[src/rtl/imem_arbiter.sv]
// Arbitrates the instruction ROM read port between CPU fetch (priority) and a debug reader.
// A starvation counter forces a debug grant after MAX_WAIT eligible cycles.
module imem_arbiter #(
  parameter int AW       = 30,
  parameter int DW       = 32,
  parameter int MAX_WAIT = 8
) (
  input  logic          clk,
  input  logic          rst_n,
  input  logic          cpu_req,
  input  logic [AW-1:0] cpu_addr,
  output logic          cpu_stall,
  output logic          cpu_valid,
  output logic [DW-1:0] cpu_inst,
  input  logic          dbg_req,
  input  logic [AW-1:0] dbg_addr,
  output logic          dbg_ack,
  output logic [DW-1:0] dbg_data,
  output logic [AW-1:0] rom_addr,
  input  logic [DW-1:0] rom_inst
);

  localparam int CW = (MAX_WAIT > 1) ? $clog2(MAX_WAIT) : 1;
  localparam logic [CW-1:0] WAIT_LAST = CW'(MAX_WAIT - 1);

  typedef enum logic {IDLE, DBG_PEND} state_t;
  typedef enum logic [1:0] {OWN_NONE, OWN_CPU, OWN_DBG} owner_t;

  state_t        state, state_next;
  owner_t        own_q, own_next;
  logic [CW-1:0] wait_cnt;
  logic [DW-1:0] dbg_data_q;
  logic          dbg_elig, dbg_gnt, cpu_gnt;

  always_ff @(posedge clk or negedge rst_n) begin
    if (!rst_n) state <= IDLE;
    else        state <= state_next;
  end

  always_comb begin
    state_next = IDLE;
    if (state == IDLE && dbg_gnt) state_next = DBG_PEND;
  end

  // A request still held during DBG_PEND is not eligible, so the CPU always wins there.
  always_comb begin
    dbg_elig  = dbg_req && (state == IDLE);
    dbg_gnt   = dbg_elig && (!cpu_req || wait_cnt == WAIT_LAST);
    cpu_gnt   = cpu_req && !dbg_gnt;
    cpu_stall = cpu_req && !cpu_gnt;
    rom_addr  = dbg_gnt ? dbg_addr : cpu_addr;
    own_next  = OWN_NONE;
    if (dbg_gnt)      own_next = OWN_DBG;
    else if (cpu_gnt) own_next = OWN_CPU;
  end

  always_ff @(posedge clk or negedge rst_n) begin
    if (!rst_n) begin
      own_q      <= OWN_NONE;
      wait_cnt   <= '0;
      dbg_data_q <= '0;
    end else begin
      own_q <= own_next;
      if (dbg_gnt || !dbg_req)
        wait_cnt <= '0;
      else if (dbg_elig && wait_cnt != WAIT_LAST)
        wait_cnt <= wait_cnt + CW'(1);
      if (own_q == OWN_DBG)
        dbg_data_q <= rom_inst;
    end
  end

  assign cpu_valid = (own_q == OWN_CPU);
  assign dbg_ack   = (own_q == OWN_DBG);
  assign cpu_inst  = cpu_valid ? rom_inst : '0;
  assign dbg_data  = dbg_ack ? rom_inst : dbg_data_q;

endmodule

[config.mk]
export PLATFORM = sky130hd
export DESIGN_NAME = imem_arbiter
export DESIGN_NICKNAME = d
export VERILOG_FILES = /design/src/rtl/imem_arbiter.sv
export SDC_FILE = /design/constraint.sdc
export NUM_CORES = 1
export LEC_CHECK = 0
export ABC_AREA = 1
export CORE_UTILIZATION = 29
export DETAILED_ROUTE_END_ITERATION = 10
export PLACE_DENSITY = 0.82
export SKIP_LAST_GASP = 1
export SYNTH_ARGS = -nofsm -noshare
export SYNTH_HDL_FRONTEND = slang
export SYNTH_SLANG_ARGS = --single-unit
[constraint.sdc]
create_clock -name clk -period 1.2 [get_ports clk]
set_input_delay 0.12 -clock clk [delete_from_list [all_inputs] [get_ports clk]]
set_output_delay 0.12 -clock clk [all_outputs]
set_load 0.005 [all_outputs]
==> results.ini, run 1 <==
[grt]
grt_util_all_layers = 0.259
pin_count_of_the_biggest_net_entering_global_routing = 39
grt_pass1_wl_um = 15200
globalRouteOverflowTotal = 0
grt_antenna_before_repair = 0
via_count_of_the_first_global_routing_pass = 3271

[critical_path]
timing.critical_path.required_ns = 1.08
worstPathMaxFanout = 5
worstSetupEndpoint = rom_addr[5]
path_class = reg -> out
crit_path_from = wait_cnt[0]$_DFFE_PN0P_
r2r-start = wait_cnt[0]$_DFFE_PN0P_
worstRegToRegCells = 11
critPathCaptureType = output port
reg2reg_setup_slack_ns = -0.46
cp-start-kind = register
critPathArrivalTime_ns = 1.79
reg2reg_to = own_q[0]$_DFF_PN0_

[sta]
fin_ws_ns = -0.715
setup_viol = 128
slew_headroom = 0.667
tightest_slew_ns = 0.500
maxClockFrequency_mhz = 522
finClkSkew_ns = 0.00323
rsz0062_at_grt = yes
finalHoldViolCount = 0
finalHoldWorstSlack_ns = 0.432
final_min_period_over_clock_period = 1.60
timing_max_transition_violations_final = 0
timing.final.crit_period_ns = 1.91

[placed_design]
dpl_worst_slack_ns = -0.722
place.detailed.hpwl_um = 6250
final_weighted_congestion_in_routability_driven_placement = 0.826
port-buffer-count = 192
place_inst = 625

[floorplanning]
floorplan.io_pins = 193
rows = 31
initial_utilization = 0.301
design.die.area_mm2 = 0.00788
die-width_um = 88.8
core_region_area_mm2 = 0.00725
chipHeight_um = 88.8

[flow_run]
drv_cap = 0

[outcome]
violations = setup timing
run_status = finished with violations

[route]
antenna_left = 0
detail_route.wl_per_cell_um = 19.0
routed_via_density = 4.97
routed_wirelength_um = 13500
drt_pass1_iterations = 4
detail_route.drc_violations = 0
vias = 3527
detailedRoute.firstIterationViolations = 103

[synthesis]
synthesis.area_mm2 = 0.00218
postSynthRegisterBits = 38
synth_simple_gate_area_share = 0.327
synth_top_cell_by_area = dfrtp_1
synth.top_cells.by_area = dfrtp_1 44%, nand2_1 17%, nand3_1 7.8%, inv_1 7.0%, nor2_1 6.0%
synth_cell_types = 16
yosysSeqAreaShare = 0.436
synthXorXnorAreaFrac = 0
ys_dominant_reg_cell = dfrtp_1
post_synth_edffs = 0
synthesis.area_per_instance_um2 = 7.14
synth_nets = 404
yosys-mux-area-fraction = 0
synth_cells = 306
synth_commonest_cells = 100 x nand2_1, 41 x inv_1, 38 x dfrtp_1
yosysTopAreaCellShare = 0.436
dominant_combinational_cell_family_by_area_after_synthesis = simple AND/OR/NAND/NOR gates
post-synth-top-count-cell = nand2_1
synth_compound_area_frac = 0.0734
yosys_warnings = 0
yosys.area_share.adder = 0.0115
synth_async_sr_flop_share = 1.00

[layout]
instances_no_fill = 709
area_delta_synth_final_pct = 185
n_antenna_cell = 0
finalNetCount = 707
drive_gt1_frac = 0.628
final.fill_count = 345

[clock_tree]
cts-buffers-inserted = 5
clock_tree.buffer_depth = 2
worst_skew_pair.late_latency_ns = 0.28
htree_num_levels = 2
cts_tree = done
clock_sink_count = 38
clock-root-buffer = clkbuf_8
clk_pin_slew_ns = 0.07

[min_path]
worstHoldPathCells = 3
hp-class = in -> reg

[power]
power_leakage_nw = 3.07
worst_ir_drop_vdd_mv = 0.496
power_density_mw_per_mm2 = 885

through the flow:
step | area [µm²] | util | setup TNS, ns | power [W]
floorplan | 2210 | - | -1.49 | 0.00214
global placement | 4490 | 0.619 | -42.24 | 0.00351
detailed placement | 4490 | 0.619 | -45.26 | 0.00357
CTS | 5400 | 0.745 | -50.76 | 0.00480
global route | 6210 | 0.857 | -59.62 | 0.00576
finish | 6210 | 0.857 | -52.02 | 0.00550
cell families after synthesis:
| logic type | count (synthesis) |
|---|---|
| compound gates | 32 |
| simple gates | 172 |
| fa+ha+maj | 2 |
| flops | 38 |
| buf+inv | 62 |
report_power, final:
| part | switching, W | leakage, nW | internal (W) |
|---|---|---|---|
| clock | 0.000441 | 0.0482 | 0.000464 |
| sequential | 0.000178 | 0.471 | 0.00151 |
| combinational | 0.00127 | 2.55 | 0.00163 |
| total | 0.00189 | 3.07 | 0.00361 |
cell type report:
cell class / instances / area (µm²) / share of cell area
Tap cell: 99 / 124 / 0.0199
Multi-Input combinational cell: 209 / 1890 / 0.304
Timing Repair Buffer: 312 / 2980 / 0.480
Inverter: 43 / 171 / 0.0276
Clock buffer: 7 / 86.3 / 0.0139
Clock inverter: 1 / 5.00 / 0.000805
Sequential cell: 38 / 952 / 0.153
sequential cells by signal (all words and copies together), names as in the netlist:
register	flops
dbg_data_q	32
own_q	2
state	1
wait_cnt	3
routing by layer:
| metal | track usage | vias up | routed length (µm) |
|---|---|---|---|
| li1 | - | 1549 | - |
| met2 | 0.518 | 228 | 7270 |
| met5 | 0 | - | 0 |
| met4 | 0.117 | 0 | 679 |
| met3 | 0.0625 | 63 | 1110 |
| met1 | 0.245 | 1687 | 4390 |
layout by cell type (no fill, tap or decap), types with 5 or more instances in the layout:
cell type        synthesis  routed
nand2_8                  0       6
inv_1                   41      36
buf_12                   0      17
buf_6                   10      56
o21ai_4                  0      16
nand3_2                  0      25
clkbuf_8                 0       6
o21ai_2                  0      16
nor2_2                   0       8
buf_4                    6      47
nand2_2                  1      22
nor2_4                   0      23
clkdlybuf4s50_1          0      94
dfrtp_1                 38      37
nand2_1                100      50
nand2_4                  1      27
nand3_4                  0       5
buf_2                    2      79
buf_8                    0       7
worst max-delay path: stages (launching register included):
cell and delay [ns]:
dfrtp_1 0.40, ha_2 0.20, ha_4 0.17, inv_4 0.07, nand2_8 0.08, buf_6 0.15, buf_6 0.12, nand3_1 0.10
nand2_2 0.07, buf_2 0.14
worst min-delay path by stage:
stage                                           to  slack (ns)          from
after floorplan            dbg_data_q[0]$_DFF_PN0_       -0.18         rst_n
after global placement     dbg_data_q[5]$_DFF_PN0_        0.19         rst_n
after detailed placement   dbg_data_q[3]$_DFF_PN0_        0.21         rst_n
after CTS                  dbg_data_q[2]$_DFF_PN0_        0.42   rom_inst[2]
after global routing      dbg_data_q[17]$_DFF_PN0_        0.45  rom_inst[17]
final                     dbg_data_q[20]$_DFF_PN0_        0.43  rom_inst[20]
repair_timing:
action	CTS	global route
hold buffers	1	0
cloned	12	4
buffers inserted	37	46
resized for setup	489	242
pin swaps	33	32
endpoints found under the hold margin	38	0
endpoints found under the setup margin	105	129
(Power assumes the default switching activity.)
==> run 2, diff against run 1 <==
--- a/config.mk
+++ b/config.mk
@@ -6,6 +6,7 @@
 export NUM_CORES = 1
 export LEC_CHECK = 0
 export ABC_AREA = 1
+export CORE_MARGIN = 2
 export CORE_UTILIZATION = 29
 export DETAILED_ROUTE_END_ITERATION = 10
 export PLACE_DENSITY = 0.82
==> results.ini, run 2 (synthesized netlist as in run 1, its figures left out) <==
[sta]
timing_max_transition_violations_final = 0  ; unchanged
maxClockFrequency_mhz = 517  ; -0.98%
finalHoldWorstSlack_ns = 0.273  ; -0.159 ns
slew_headroom = 0.763  ; +0.0966
finalHoldViolCount = 0  ; unchanged
setup_total_negative_slack_ns = -51.37  ; +0.645 ns
timing.final.crit_period_ns = 1.93  ; +0.0189 ns
setup_viol = 128  ; unchanged
fin_ws_ns = -0.734  ; -0.0189 ns
final_min_period_over_clock_period = 1.61  ; +0.0157
finClkSkew_ns = 0.00933  ; +0.00609 ns
tightest_slew_ns = 0.355  ; -0.145 ns
rsz0062_at_grt = yes

[outcome]
violations = setup timing
run_status = finished with violations

[critical_path]
critPathArrivalTime_ns = 1.81  ; +0.02 ns
critPathCaptureType = output port
timing.critical_path.required_ns = 1.08  ; about the same
worstPathMaxFanout = 5  ; unchanged
cp-start-kind = register
path_class = reg -> out

[grt]
grt_antenna_before_repair = 0  ; unchanged
globalRouteOverflowTotal = 0  ; unchanged
grt_pass1_wl_um = 14000  ; -7.8%
via_count_of_the_first_global_routing_pass = 2995  ; -8.4%
pin_count_of_the_biggest_net_entering_global_routing = 55  ; +41%
grt_util_all_layers = 0.211  ; -0.0478

[layout]
drive_gt1_frac = 0.558  ; -0.0695
area_delta_synth_final_pct = 159
number_of_flip_flops_under_the_largest_register_name = 32  ; unchanged
largest_registers = dbg_data_q x32, wait_cnt x3, own_q x2
final_common_cell = clkdlybuf4s50_1
n_antenna_cell = 0  ; unchanged
regMostFlops = dbg_data_q
fin_area_mm2 = 0.00566  ; -9.0%
instances_no_fill = 699  ; -1.4%
finalNetCount = 697  ; -1.4%
most-common-layout-cells = 95 x clkdlybuf4s50_1, 73 x nand2_1, 70 x buf_2
final.fill_count = 457  ; +32%

[clock_tree]
clk_pin_slew_ns = 0.08  ; about the same
clock_sink_count = 38  ; unchanged
htree_num_levels = 2  ; unchanged
cts-buffers-inserted = 5  ; unchanged
clock-root-buffer = clkbuf_8
clock_tree.buffer_depth = 2  ; unchanged
cts_tree = done
worst_skew_pair.late_latency_ns = 0.28  ; about the same

[route]
routed_wirelength_um = 11700  ; -13%
routed_via_density = 4.72  ; -5.1%
detailedRoute.firstIterationViolations = 83  ; -19%
drt_pass1_iterations = 4  ; unchanged
detail_route.wl_per_cell_um = 16.8  ; -12%
detail_route.drc_violations = 0  ; unchanged
antenna_left = 0  ; unchanged
vias = 3301  ; -6.4%

[placed_design]
place_inst = 620  ; -0.80%
placed_cell_area_mm2 = 0.00443  ; -1.4%
place.detailed.hpwl_um = 6520  ; +4.3%
port-buffer-count = 192  ; unchanged
final_weighted_congestion_in_routability_driven_placement = 0.866  ; +4.8%

[power]
power_density_mw_per_mm2 = 881  ; -0.43%
power_leakage_nw = 2.97  ; -3.0%
power.total_w = 0.00498  ; -9.4%
worst_ir_drop_vdd_mv = 0.430  ; -13%

[floorplanning]
rows = 31  ; unchanged
floorplan.io_pins = 193  ; unchanged
design.die.area_mm2 = 0.00824  ; +4.6%
initial_utilization = 0.301  ; unchanged
die-width_um = 90.8  ; +2.3%
chipHeight_um = 90.8  ; +2.3%
core_region_area_mm2 = 0.00725  ; unchanged

[min_path]
hp-class = in -> async

[flow_run]
drv_cap = 0  ; unchanged

[run 2: cell types whose count changed in the layout (fill, tap and decap cells not counted), moves of 9 or more]
cell      change
nor2_4       -11
buf_4        +16
clkbuf_2     +14
buf_2         -9
nand2_1      +23
nand2_4      -19
buf_6        -31
[run 2: layer usage]
metal  vias to the layer above  GRT usage  routed length [µm]  part of all wire
li1                       1527          -                   -                 -
met1                      1564      0.198                3960              0.34
met2                       178      0.402                6450              0.55
met3                        32     0.0818                 931             0.079
met4                         0     0.0909                 401             0.034
met5                         -          0                   0                 0
[run 2: report_power, final]
part	switching [W]	internal, W	leakage, nW
logic	0.00110	0.00138	2.46
clock network	0.000429	0.000464	0.0482
registers	0.000113	0.00151	0.471
[run 2: final cells by class]
class / count / area, µm² / area share
multi-input cells: 208 / 1580 / 0.279
well taps: 99 / 124 / 0.0219
repair buffers: 300 / 2680 / 0.474
inverters: 43 / 190 / 0.0336
flip-flops and latches: 38 / 952 / 0.168
repair inverters: 3 / 38.8 / 0.00686
clock inverters: 1 / 5.00 / 0.000885
clock buffers: 7 / 86.3 / 0.0153
[run 2: final timing paths]
path                                           from  cells past startpoint  slack, ns                        to
setup / recovery            wait_cnt[0]$_DFFE_PN0P_                     11      -0.73              rom_addr[16]
hold / removal                                rst_n                      2       0.27   dbg_data_q[2]$_DFF_PN0_
setup reg to reg            wait_cnt[0]$_DFFE_PN0P_                     10      -0.31        own_q[0]$_DFF_PN0_
hold reg to reg            dbg_data_q[14]$_DFF_PN0_                      2       0.48  dbg_data_q[14]$_DFF_PN0_
max in group asynchronous                     rst_n                      3       0.47  dbg_data_q[19]$_DFF_PN0_
min in group clk                        rom_inst[6]                      3       0.42   dbg_data_q[6]$_DFF_PN0_
[run 2: worst max-delay path, cell delays in order (launching register included)]
cell and delay, ns:
dfrtp_1 0.40, ha_2 0.19, ha_4 0.17, inv_4 0.07
nand2_8 0.07, buf_12 0.15, nand2_8 0.06, buf_6 0.11
buf_6 0.09, nand2_2 0.03, nand2_1 0.06, buf_2 0.12
[run 2: metrics by stage]
step / worst slack [ns] / util
floorplan: -0.0503 / -
global placement: -0.687 / 0.610
detailed placement: -0.717 / 0.610
CTS: -0.743 / 0.673
global route: -0.783 / 0.780
finish: -0.734 / 0.780
[run 2: repair_timing]
item | CTS | global route
setup endpoints to repair | 106 | 109
hold endpoints to repair | 12 | 0
resized for setup | 191 | 336
pin swaps | 27 | 15
gates cloned | 6 | 9
hold buffers | 1 | 0
buffers inserted | 13 | 50
==> run 3, diff against run 2 <==
--- a/config.mk
+++ b/config.mk
@@ -6,9 +6,11 @@
 export NUM_CORES = 1
 export LEC_CHECK = 0
 export ABC_AREA = 1
+export CAP_MARGIN = 0
 export CORE_MARGIN = 2
 export CORE_UTILIZATION = 29
 export DETAILED_ROUTE_END_ITERATION = 10
+export HOLD_SLACK_MARGIN = 0.08
 export PLACE_DENSITY = 0.82
 export SKIP_LAST_GASP = 1
 export SYNTH_ARGS = -nofsm -noshare
==> results of run 3 <==
Final layout, timing and power as in run 2 (identical DEF).
==> patch 1: new RTL, settings of run 1 <==
Re-encode `owner_t` (3 values) as one-hot, 3 bits wide.
--- a/src/rtl/imem_arbiter.sv
+++ b/src/rtl/imem_arbiter.sv
@@ -24,7 +24,7 @@
   localparam logic [CW-1:0] WAIT_LAST = CW'(MAX_WAIT - 1);
 
   typedef enum logic {IDLE, DBG_PEND} state_t;
-  typedef enum logic [1:0] {OWN_NONE, OWN_CPU, OWN_DBG} owner_t;
+  typedef enum logic [2:0] {OWN_NONE = 3'b001, OWN_CPU = 3'b010, OWN_DBG = 3'b100} owner_t;
 
   state_t        state, state_next;
   owner_t        own_q, own_next;
Behaviour: no difference found for any inputs over 10 cycles, from zero or initial values and one cycle with rst_n low; not proved beyond that.
==> patch 1 against run 1 <==
The flow still finishes with violations (setup timing). Wire length decreased by 3.9%. Die area increased by 9.1%. Fmax decreased by 1.8%. Total power increased by 4.6%. Non-clock buffer count decreased by 20. Sequential cell count increased by 1. Synthesized area increased by 9.3%. Worst setup slack got worse by 0.035 ns. Final area decreased by 4.5%. Critical path depth increased by 2. Critical endpoint is now rom_addr[6]. Largest cell class unchanged. Highest routed layer unchanged.
==> patch 1: results (changes against run 1) <==
Status
Run status: finished, violations left (unchanged). Violations in the final reports: setup timing (unchanged).

STA
The number of endpoints failing setup at the final stage came to 133 (was 128). The worst-case setup margin in the final layout was -0.750 ns (was -0.715 ns). The final-layout setup total negative slack came to -57.39 ns (was -52.02 ns).

Logic synthesis
Top area cells in the synthesized netlist: dfrtp_1 40%, nand2_1 21%, nand3_1 14% (was dfrtp_1 44%, nand2_1 17%, nand3_1 7.8%). The synthesized-area fraction occupied by adder cells is 0.0105 (was 0.0115). Top cell types by occurrence after synthesis: 131 x nand2_1, 66 x nand3_1, 43 x inv_1 (was 100 x nand2_1, 41 x inv_1, 38 x dfrtp_1). The compound-gate portion of the synthesized area is 0 (was 0.0734). The post-synthesis sequential area ratio is 0.409 (was 0.436). The synthesized net count is 444 (was 404).

Finish
The number of nets in the finished design was 723 (was 707). The clock buffer and inverter area fraction after layout is 0.0190 (was 0.0147). The non-filler instance count after layout came to 728 (was 709). The layout cell share with drive strength beyond 1 is 0.511 (was 0.628). Top Registers: dbg_data_q x32, own_q x3, wait_cnt x3 (was dbg_data_q x32, wait_cnt x3, own_q x2). The total number of sequential cells is 39 (was 38).

The sequential cell area is 978 um2 (was 952 um2). The count of filler cells inserted in the layout is 522 (was 345).

Clock network
The number of buffers inserted by post-CTS setup repair is 25 (was 37). The count of instances resized after the clock tree is built is 246 (was 489).

Global routing
The global routing usage on met1 is 0.236 (was 0.245). The first-pass GRT wire length came to 15700 um (was 15200 um).

Critical path
The register-to-register setup slack is -0.51 ns (was -0.46 ns). The path depth of the worst reg2reg path is 12 (was 11).

Routing
The number of violations reported at the end of detailed-routing iteration 0 came to 122 (was 103).

Placement
The sum of net half-perimeters after detailed placement is 7950 um (was 6250 um).

Pwr
The power in combinational cells is 2.90 mW (was 2.91 mW). The clock distribution power is 1.09 mW (was 0.905 mW).
==> patch 1: cell count changes after synthesis, moves of 2 or more <==
cell,run 1,this run
o21ai_0,26,0
nor2_1,35,30
nand2_1,100,131
nor2_2,0,6
o21ai_1,6,0
inv_1,41,43
buf_2,2,7
nand3_1,34,66
==> patch 1: worst max path at each step <==
stage / slack (ns) / from / depth (start not counted) / end
global route: -0.81 / wait_cnt[1]$_DFFE_PN0P_ / 11 / rom_addr[10]
finish: -0.75 / wait_cnt[0]$_DFFE_PN0P_ / 11 / rom_addr[6]
detailed placement: -0.80 / wait_cnt[1]$_DFFE_PN0P_ / 8 / rom_addr[25]
global placement: -0.78 / wait_cnt[1]$_DFFE_PN0P_ / 8 / rom_addr[17]
CTS: -0.73 / own_q[0]$_DFF_PN1_ / 6 / dbg_data[14]
floorplan: -0.05 / wait_cnt[0]$_DFFE_PN0P_ / 8 / rom_addr[20]
==> patch 2: new RTL, settings of run 1 <==
Made on the original files. The parameter `DW` goes from 32 to 40.
--- a/src/rtl/imem_arbiter.sv
+++ b/src/rtl/imem_arbiter.sv
@@ -2,7 +2,7 @@
 // A starvation counter forces a debug grant after MAX_WAIT eligible cycles.
 module imem_arbiter #(
   parameter int AW       = 30,
-  parameter int DW       = 32,
+  parameter int DW       = 40,
   parameter int MAX_WAIT = 8
 ) (
   input  logic          clk,
Interface: changed (resized cpu_inst, dbg_data and rom_inst); port bits go from 193 to 217. No check against the original RTL was run, so the function may have changed too.
==> patch 2 against run 1 <==
Wire length grew 8.1%. Worst setup slack worse by 0.14 ns. The flow still finishes with violations (setup timing). Total power grew 12%. Register-to-register slack about the same. Combinational power grew 9.6%. Synthesized area increased by 14%. Core utilization decreased by 3.4 points. Largest cell class unchanged. Critical path depth rose by 1. Final area rose by 9.4%. Sequential cell count is 8 higher. Die area rose by 14%. Sequential power increased by 15%.
==> patch 2: results (changes against run 1) <==
Status
Run status: finished, violations left (unchanged). Violations in the final reports: setup timing (unchanged).

Global routing
The number of global-route vias before repair came to 3574 (was 3271). The overall global routing resource usage came to 0.251 (was 0.259). The global routing met2 resource utilization was 0.506 (was 0.518). The pin count of the biggest net entering global routing was 47 (was 39). The global routing usage on met1 is 0.237 (was 0.245).

The first-pass GRT wire length was 17100 um (was 15200 um). The met3 global-route usage is 0.0620 (was 0.0625).

Routing
The number of violations reported at the end of detailed-routing iteration 0 was 86 (was 103). The total met2 wirelength after detailed routing came to 8440 um (was 7270 um). The average detailed-routed wire length per instance is 18.5 um (was 19.0 um). The via count came to 3800 (was 3527). The total routed wirelength is 14600 um (was 13500 um). The wire length on met1 is 4690 um (was 4390 um).

The routed length on met3 is 892 um (was 1110 um).

Placement
The number of input and output port buffers inserted is 216 (was 192). The worst slack after detailed placement is -0.794 ns (was -0.722 ns). The sum of net half-perimeters after detailed placement is 7470 um (was 6250 um). The weighted congestion at the end of routability-driven global placement was 0.922 (was 0.826). The placed instance count is 705 (was 625).

Pwr
The sequential cell power is 1.95 mW (was 1.69 mW). The net load switching power is 2.05 mW (was 1.89 mW). The leakage power of the design is 3.48 nW (was 3.07 nW).

The worst ir drop on vdd is 0.000510 V (was 0.000496 V). The total power is 6.13 mW (was 5.50 mW). The proportion of power drawn by combinational gates is 0.520 (was 0.529).

Logic synthesis
Top cell types by occurrence after synthesis: 107 x nand2_1, 50 x inv_1, 46 x dfrtp_1 (was 100 x nand2_1, 41 x inv_1, 38 x dfrtp_1). Top area cells in the synthesized netlist: dfrtp_1 46%, nand2_1 16%, o21ai_0 8.0% (was dfrtp_1 44%, nand2_1 17%, nand3_1 7.8%). The synthesized-area fraction occupied by adder cells is 0.0101 (was 0.0115). The post-synthesis sequential area ratio is 0.463 (was 0.436). The post-synthesis async set-or-reset flop share was 1.00 (unchanged).

The synthesized net count is 454 (was 404). The synthesized area per cell is 7.15 um2 (was 7.14 um2). The compound-gate portion of the synthesized area is 0.0804 (was 0.0734). The count of unique library cells instantiated by Yosys is 15 (was 16).

STA
The worst clock skew on the final layout was 0.00937 ns (was 0.00323 ns). The actual slew at the worst max-slew pin is 0.367 ns (was 0.500 ns). The worst-case setup margin in the final layout is -0.850 ns (was -0.715 ns). The number of endpoints failing setup at the final stage was 151 (was 128).

Hold path
The classification of the worst-slack hold path was input port to asynchronous set/reset pin (was input port to flip-flop).

Clock network
The count of instances resized after the clock tree is built is 425 (was 489). The clock input transition at the sequential cells of the worst setup and hold paths was 0.09 ns (was 0.07 ns). The number of buffers inserted by post-CTS setup repair was 34 (was 37).

Job
The max-cap violation count is 0 (unchanged).

Finish
The layout cell share with drive strength beyond 1 is 0.574 (was 0.628). Top Registers: dbg_data_q x40, wait_cnt x3, own_q x2 (was dbg_data_q x32, wait_cnt x3, own_q x2).

Critical path
The arrival time of data at the critical path endpoint is 1.93 ns (was 1.79 ns). The peak fanout along the critical path is 8 (was 5).
patch 2: final cells by class:
type                    count  area, um2
flip-flops and latches     46       1150
multi-input cells         232       1970
repair buffers            344       3250
fillers                   475       1460
clock buffers               6       82.6
well taps                 105        131
clock inverters             2       12.5
inverters                  51        196
patch 2: logic make-up after synthesis:
kind of cell,after synthesis
fa+ha+maj,2
simple gates,188
flops,46
compound gates,40
buf+inv,72
patch 2: final timing paths:
| path | startpoint | end | slack (ns) |
|---|---|---|---|
| worst max-delay path | wait_cnt[0]$_DFFE_PN0P_ | rom_addr[15] | -0.85 |
| max in group asynchronous | rst_n | own_q[1]$_DFF_PN0_ | 0.62 |
| worst max register to register | wait_cnt[0]$_DFFE_PN0P_ | own_q[0]$_DFF_PN0_ | -0.46 |
| min in group clk | rom_inst[28] | dbg_data_q[28]$_DFF_PN0_ | 0.41 |
| worst min register to register | dbg_data_q[28]$_DFF_PN0_ | dbg_data_q[28]$_DFF_PN0_ | 0.48 |
| worst min-delay path | rst_n | dbg_data_q[32]$_DFF_PN0_ | 0.35 |
patch 2: critical path, stage by stage (launching register included):
cell     delay, ns
dfrtp_1       0.43
ha_2          0.21
ha_4          0.17
inv_4         0.07
nand2_8       0.06
buf_12        0.15
buf_8         0.12
nand2_8       0.13
nand2_2       0.07
nand2_2       0.09
buf_2         0.13
patch 2: through the flow:
step | area [um2] | TNS, ns | hold WS, ns
final | 6800 | -68.13 | 0.347
after global routing | 6800 | -75.29 | 0.397
after CTS | 5750 | -71.62 | 0.343
after detailed placement | 5120 | -54.76 | 0.129
after global placement | 5120 | -52.06 | 0.126
after floorplan | 2520 | -1.49 | -0.176
